**src/rtl/tt_sweep_pkg.sv**
```systemverilog
// Shared definitions for the truth_table self-test sweeper.
//   sweep_state_t : sweeper FSM states
//   NUM_VECTORS   : number of {A,B,C,D} input combinations
//   TT_GOLDEN     : golden Y response, bit i = Y for {A,B,C,D} = i (A is MSB)
package tt_sweep_pkg;

   typedef enum logic [2:0] {
      ST_IDLE,
      ST_APPLY,
      ST_SETTLE,
      ST_SAMPLE,
      ST_DONE
   } sweep_state_t;

   localparam int          NUM_VECTORS = 16;
   localparam logic [15:0] TT_GOLDEN   = 16'hFC55;

endpackage

```
**src/rtl/tt_settle_counter.sv**
```systemverilog
// Loadable down-counter with zero flag; times the settle window of each vector.
//   clk, reset_n : clock, async active-low reset
//   load         : load count with load_val (wins over dec)
//   load_val     : value to load
//   dec          : decrement while nonzero
//   count        : current count
//   zero         : count == 0
module tt_settle_counter #(
   parameter int W = 4
) (
   input  logic         clk,
   input  logic         reset_n,
   input  logic         load,
   input  logic [W-1:0] load_val,
   input  logic         dec,
   output logic [W-1:0] count,
   output logic         zero
);

   always_ff @(posedge clk or negedge reset_n) begin
      if (!reset_n)
         count <= '0;
      else if (load)
         count <= load_val;
      else if (dec && (count != '0))
         count <= count - 1'b1;
   end

   assign zero = (count == '0);

endmodule

```
**src/rtl/truth_table_sweeper.sv**
```systemverilog
// Self-test sequencer for the truth_table block: drives all 16 {A,B,C,D}
// combinations, waits SETTLE_CYCLES per vector, samples Y, compares to EXPECTED.
//   clk, reset_n : clock, async active-low reset
//   start        : request a sweep (accepted only in IDLE)
//   abort        : abandon a running sweep
//   y_in         : Y from the truth_table instance
//   abcd         : {A,B,C,D} drive to the truth_table instance
//   busy         : sweep in progress
//   done         : one-cycle pulse on sweep completion
//   pass         : last completed sweep had zero mismatches
//   err_count    : mismatches in current/last sweep
//   result       : captured Y per vector index
//   mismatch     : result ^ EXPECTED per vector index
module truth_table_sweeper
   import tt_sweep_pkg::*;
#(
   parameter int          SETTLE_CYCLES = 2,
   parameter logic [15:0] EXPECTED      = TT_GOLDEN
) (
   input  logic        clk,
   input  logic        reset_n,
   input  logic        start,
   input  logic        abort,
   input  logic        y_in,
   output logic [3:0]  abcd,
   output logic        busy,
   output logic        done,
   output logic        pass,
   output logic [4:0]  err_count,
   output logic [15:0] result,
   output logic [15:0] mismatch
);

   // SETTLE exits when the counter reads zero, so load one less than the
   // number of cycles to spend there.
   localparam logic [3:0] SETTLE_LOAD =
      (SETTLE_CYCLES == 0) ? 4'd0 : 4'(SETTLE_CYCLES - 1);

   sweep_state_t state;
   logic [3:0]   index;
   logic [3:0]   settle_cnt;
   logic         settle_zero;
   logic         miss_bit;

   tt_settle_counter #(.W(4)) u_settle (
      .clk      (clk),
      .reset_n  (reset_n),
      .load     (state == ST_APPLY),
      .load_val (SETTLE_LOAD),
      .dec      (state == ST_SETTLE),
      .count    (settle_cnt),
      .zero     (settle_zero)
   );

   assign miss_bit = y_in ^ EXPECTED[index];

   always_ff @(posedge clk or negedge reset_n) begin
      if (!reset_n) begin
         state     <= ST_IDLE;
         index     <= '0;
         abcd      <= '0;
         busy      <= 1'b0;
         done      <= 1'b0;
         pass      <= 1'b0;
         err_count <= '0;
         result    <= '0;
         mismatch  <= '0;
      end else begin
         done <= 1'b0;
         case (state)
            ST_IDLE: begin
               if (start) begin
                  index     <= '0;
                  result    <= '0;
                  mismatch  <= '0;
                  err_count <= '0;
                  pass      <= 1'b0;
                  busy      <= 1'b1;
                  state     <= ST_APPLY;
               end
            end
            ST_APPLY: begin
               if (abort) begin
                  busy  <= 1'b0;
                  state <= ST_IDLE;
               end else begin
                  abcd  <= index;
                  state <= (SETTLE_CYCLES == 0) ? ST_SAMPLE : ST_SETTLE;
               end
            end
            ST_SETTLE: begin
               if (abort) begin
                  busy  <= 1'b0;
                  state <= ST_IDLE;
               end else if (settle_zero) begin
                  state <= ST_SAMPLE;
               end
            end
            ST_SAMPLE: begin
               // abort drops this vector's sample; partial results stay visible
               if (abort) begin
                  busy  <= 1'b0;
                  state <= ST_IDLE;
               end else begin
                  result[index]   <= y_in;
                  mismatch[index] <= miss_bit;
                  err_count       <= err_count + {4'd0, miss_bit};
                  if (index == 4'd15) begin
                     state <= ST_DONE;
                  end else begin
                     index <= index + 4'd1;
                     state <= ST_APPLY;
                  end
               end
            end
            ST_DONE: begin
               done  <= 1'b1;
               pass  <= (err_count == 5'd0);
               busy  <= 1'b0;
               state <= ST_IDLE;
            end
            default: state <= ST_IDLE;
         endcase
      end
   end

endmodule
```
**config.mk**
```make
export PLATFORM = sky130hd
export DESIGN_NAME = truth_table_sweeper
export DESIGN_NICKNAME = d
export VERILOG_FILES = /design/src/rtl/tt_sweep_pkg.sv /design/src/rtl/tt_settle_counter.sv /design/src/rtl/truth_table_sweeper.sv
export SDC_FILE = /design/constraint.sdc
export NUM_CORES = 1
export LEC_CHECK = 0
export BUFFER_PORTS_ARGS = -buffer_cell sky130_fd_sc_hd__buf_2
export CAP_MARGIN = 20
export CORE_MARGIN = 5
export CORE_UTILIZATION = 60
export DETAILED_ROUTE_END_ITERATION = 8
export PLACE_DENSITY = 0.92
export SYNTH_ARGS = -nofsm -noshare
export SYNTH_HDL_FRONTEND = slang
export SYNTH_HIERARCHICAL = 1
export SYNTH_SLANG_ARGS = --single-unit
```
**constraint.sdc**
```tcl
create_clock -name clk -period 5.25 [get_ports clk]
set_input_delay 0.2625 -clock clk [delete_from_list [all_inputs] [get_ports clk]]
set_output_delay 0.2625 -clock clk [all_outputs]
set_load 0.05 [all_outputs]
```
==> summary.md <==
| Metric | Value |
|---|---|
| Cell Area, Synth | 2730 um2 |
| Core area | 4380 um2 |
| Sequential fraction of the synthesis area | 0.504 |
| ANT nets after route | 0 |
| RSZ-0062 raised after global routing | false |
| Number of diodes | 0 |
| Maxcap violations | 0 |
| Setup repair bufs after CTS | 0 |
| Pwr dens | 374 nW/um2 |
| Arr. time, crit path | between 2 and 3 ns |
| H-tree levels | 2 |
| Critical path's slowest cell | dfrtp_1 |
| Clk slew on worst S/H paths | around 0.090 ns |
| Status | finished clean |
| Fmax | 407 MHz |
| Clk Latency, worst-skew pair | 0.31 ns |
| Count of cell types in the netlist | 49 |
| Maximum clock insertion buffer count | 2 |
| I/O Pins | 49 |
| Fin nets | 312 |
| First-pass GRT wire length | ~10000 um |
| Hold Vio Cnt, Final | 0 |
| Actual slew at the worst max-slew pin | 0.674 ns |
| Drt drc | 0 |
| P&R area growth vs syn | 12.1% |
| Die area | 6000 um2 |
| Syn Inst Count | 255 |
| Final hold slack | 0.0701 ns |
| Post-Synthesis Mean Instance Area | 10.7 um2 |
| Final setup fails | 0 |
| Min-delay worst type | primary input to async pin |
| Number of flops mapped to enable cells by yosys | 0 |
| Setup Skew | 0.00524 ns |
| Crit start category | flip-flop |
| Kind of critical path | flip-flop to flip-flop |
| Pin count of the biggest net entering global routing | 56 |
| Post-CTS sizing | 0 |
| Vias post-DR | roughly 2100 |
| Slew HR | 0.550 |
| Vias per inst | 5.90 |
| Post-cts hold buffer count | 0 |
| Leakage | 0.00156 uW |
| CP peak stage delay | 0.57 ns |
| Final Power | 1150 uW |
| Drt pass-1 iters | 4 |
| WL per Instance | 16.3 um |
| #FFs+latches synth | 55 |
| Design Area, Final | around 3100 um2 |
| Gr usage total | 0.203 |
| CTS Buf Count | 5 |
| Die Ht | 77.5 um |
| Total Wirelength | 5760 um |
| Row count | 24 |
| Crit Path Max Fanout | 18 |
| GRT Residual Overflow | 0 |
| Slew Limit Fails | 0 |
| Yosys warnings | 6 |
| Drt initial violations | 153 |
| Port bufs | 48 |
| Crit path cell chain | nor3b_1, nor3_1, nand2b_1, inv_1, ha_1, ha_1, nand4_1, xor2_1, nor2_1 |
| Layout cell share with drive strength beyond 1 | 0.266 |
| Post-DP HPWL | 4040 um |
| Initial Util | 0.623 |
| GP Congestion | between 0.7 and 0.8 |
| Final WS setup | 2.80 ns |
| Final period util | 0.467 |
| Fin crit period | around 2.5 ns |
| Overall die width | roughly 77 um |
| CTS tree | yes |
| Root Buffer | clkbuf_8 |
| Worst VDD drop | 0.232 mV |
| Async SR Flop Fraction | 1.00 |
| Setup_tns | 0 ns |
| Ys flop type | dfrtp_1 |
| Crit. End Element | flip-flop |
| Worst slack at placement | 2.83 ns |
| Worst endpoint required time | approximately 5.4 ns |
| Post-DP Area | between 2000 and 3000 um2 |
| CTS sink count | 55 |
| CP most frequent cell | ha_1 |
| Vias in the first global route | a little over 2000 |
| Initial antenna violation count | 0 |
[stage by stage]
stage          std cells  utilization
2_1_floorplan        257            -
3_3_place_gp         345        0.680
3_5_place_dp         345        0.680
4_1_cts              353        0.698
5_1_grt              353        0.698
6_report             353        0.698
[cell families after synthesis]
family,share of synthesized area
AOI/OAI and AO/OA,0.133
DFF,0.504
buffers and inverters,0.0380
muxes,0.0532
and+or+nand+nor,0.227
adders and majority gates,0.0321
other,0.00275
xor gates and xnor gates,0.00963
[area by class of cell]
cell class	count	area (um2)
multi-input combinational	180	1260
timing repair buffer	49	248
sequential	55	1380
tap	52	65.1
inverter	9	33.8
fill	335	1320
clock inverter	1	5.00
clock buffer	7	76.3
[flip-flops by register name (all words and copies together), names as in the netlist, 3 cells and up]
name            cells
abcd                4
err_count           5
index               4
mismatch           16
result             16
state               3
u_settle/count      4
[report_power, final]
group	switching [uW]	leakage (uW)	internal [uW]
clock	129	0.0000422	93.9
sequential	66.0	0.000755	465
combinational	260	0.000766	133
total	454	0.00156	692
[placed cells by master (no fill, tap or decap), types with 2 or more instances in the layout]
cell / instances
nor4b_2: 2
nand2_1: 31
xor2_1: 2
buf_2: 48
o21ai_2: 2
dfrtp_1: 55
nor3_1: 8
o31ai_1: 2
ha_1: 7
nand2b_1: 3
or4_1: 2
mux2_2: 4
nor2b_1: 2
inv_1: 9
nor2_1: 16
a21oi_1: 3
conb_1: 4
clkbuf_8: 5
nand3_1: 9
o2bb2ai_1: 10
mux2i_1: 10
nor3b_1: 3
a211oi_1: 2
nand2_2: 9
clkbuf_1: 2
a22o_1: 13
o21ai_0: 6
nand4_1: 3
nand3b_1: 7
[critical path, delay by kind of cell, from the launching register on]
| family | cells | cell delay, ns |
|---|---|---|
| xor+xnor | 1 | 0.18 |
| fa+ha+maj | 2 | 0.41 |
| buf+inv | 1 | 0.07 |
| flops | 1 | 0.57 |
| simple gates | 5 | 1.08 |
[per-layer routing]
metal / share of wire / track usage / up-vias / routed length (um)
met1: 0.43 / 0.271 / 1020 / 2460
met5: 0 / 0 / - / 0
met4: 0.015 / 0.0722 / 0 / 89
li1: - / - / 994 / -
met2: 0.50 / 0.324 / 57 / 2860
met3: 0.061 / 0.0486 / 11 / 354
[synth_stat cells (2+ instances only)]
library cell  count  area [um2]
a211oi_1          2        15.0
a21oi_1           3        15.0
a22o_1           13         114
buf_2             5        25.0
buf_6             2        22.5
clkbuf_1          6        22.5
conb_1            2        7.51
dfrtp_1          55        1380
ha_1              7        87.6
inv_1             9        33.8
mux2_2            4        45.0
mux2i_1          10         100
nand2_1          31         116
nand2_2           9        56.3
nand2b_1          3        18.8
nand3_1           9        45.0
nand3b_1          7        52.6
nand4_1           3        18.8
nor2_1           16        60.1
nor2b_1           2        12.5
nor3_1            8        40.0
nor3b_1           3        22.5
nor4b_2           2        30.0
o21ai_0           6        30.0
o21ai_2           2        17.5
o2bb2ai_1        10        87.6
o31ai_1           2        15.0
or4_1             2        15.0
xor2_1            2        17.5
[path summary, 6_finish.rpt]
kind | startpoint | end | slack, ns | cells after the start
min in group clk | y_in | result[15] | 0.24 | 2
hold / removal | reset_n | result[13] | 0.07 | 2
setup / recovery | index[3] | err_count[4] | 2.80 | 9
setup reg to reg | index[3] | err_count[4] | 2.80 | 9
hold reg to reg | result[4] | result[4] | 0.49 | 1
max in group asynchronous | reset_n | busy | 4.74 | 2
Note: power is estimated with default switching activity, not from simulation.
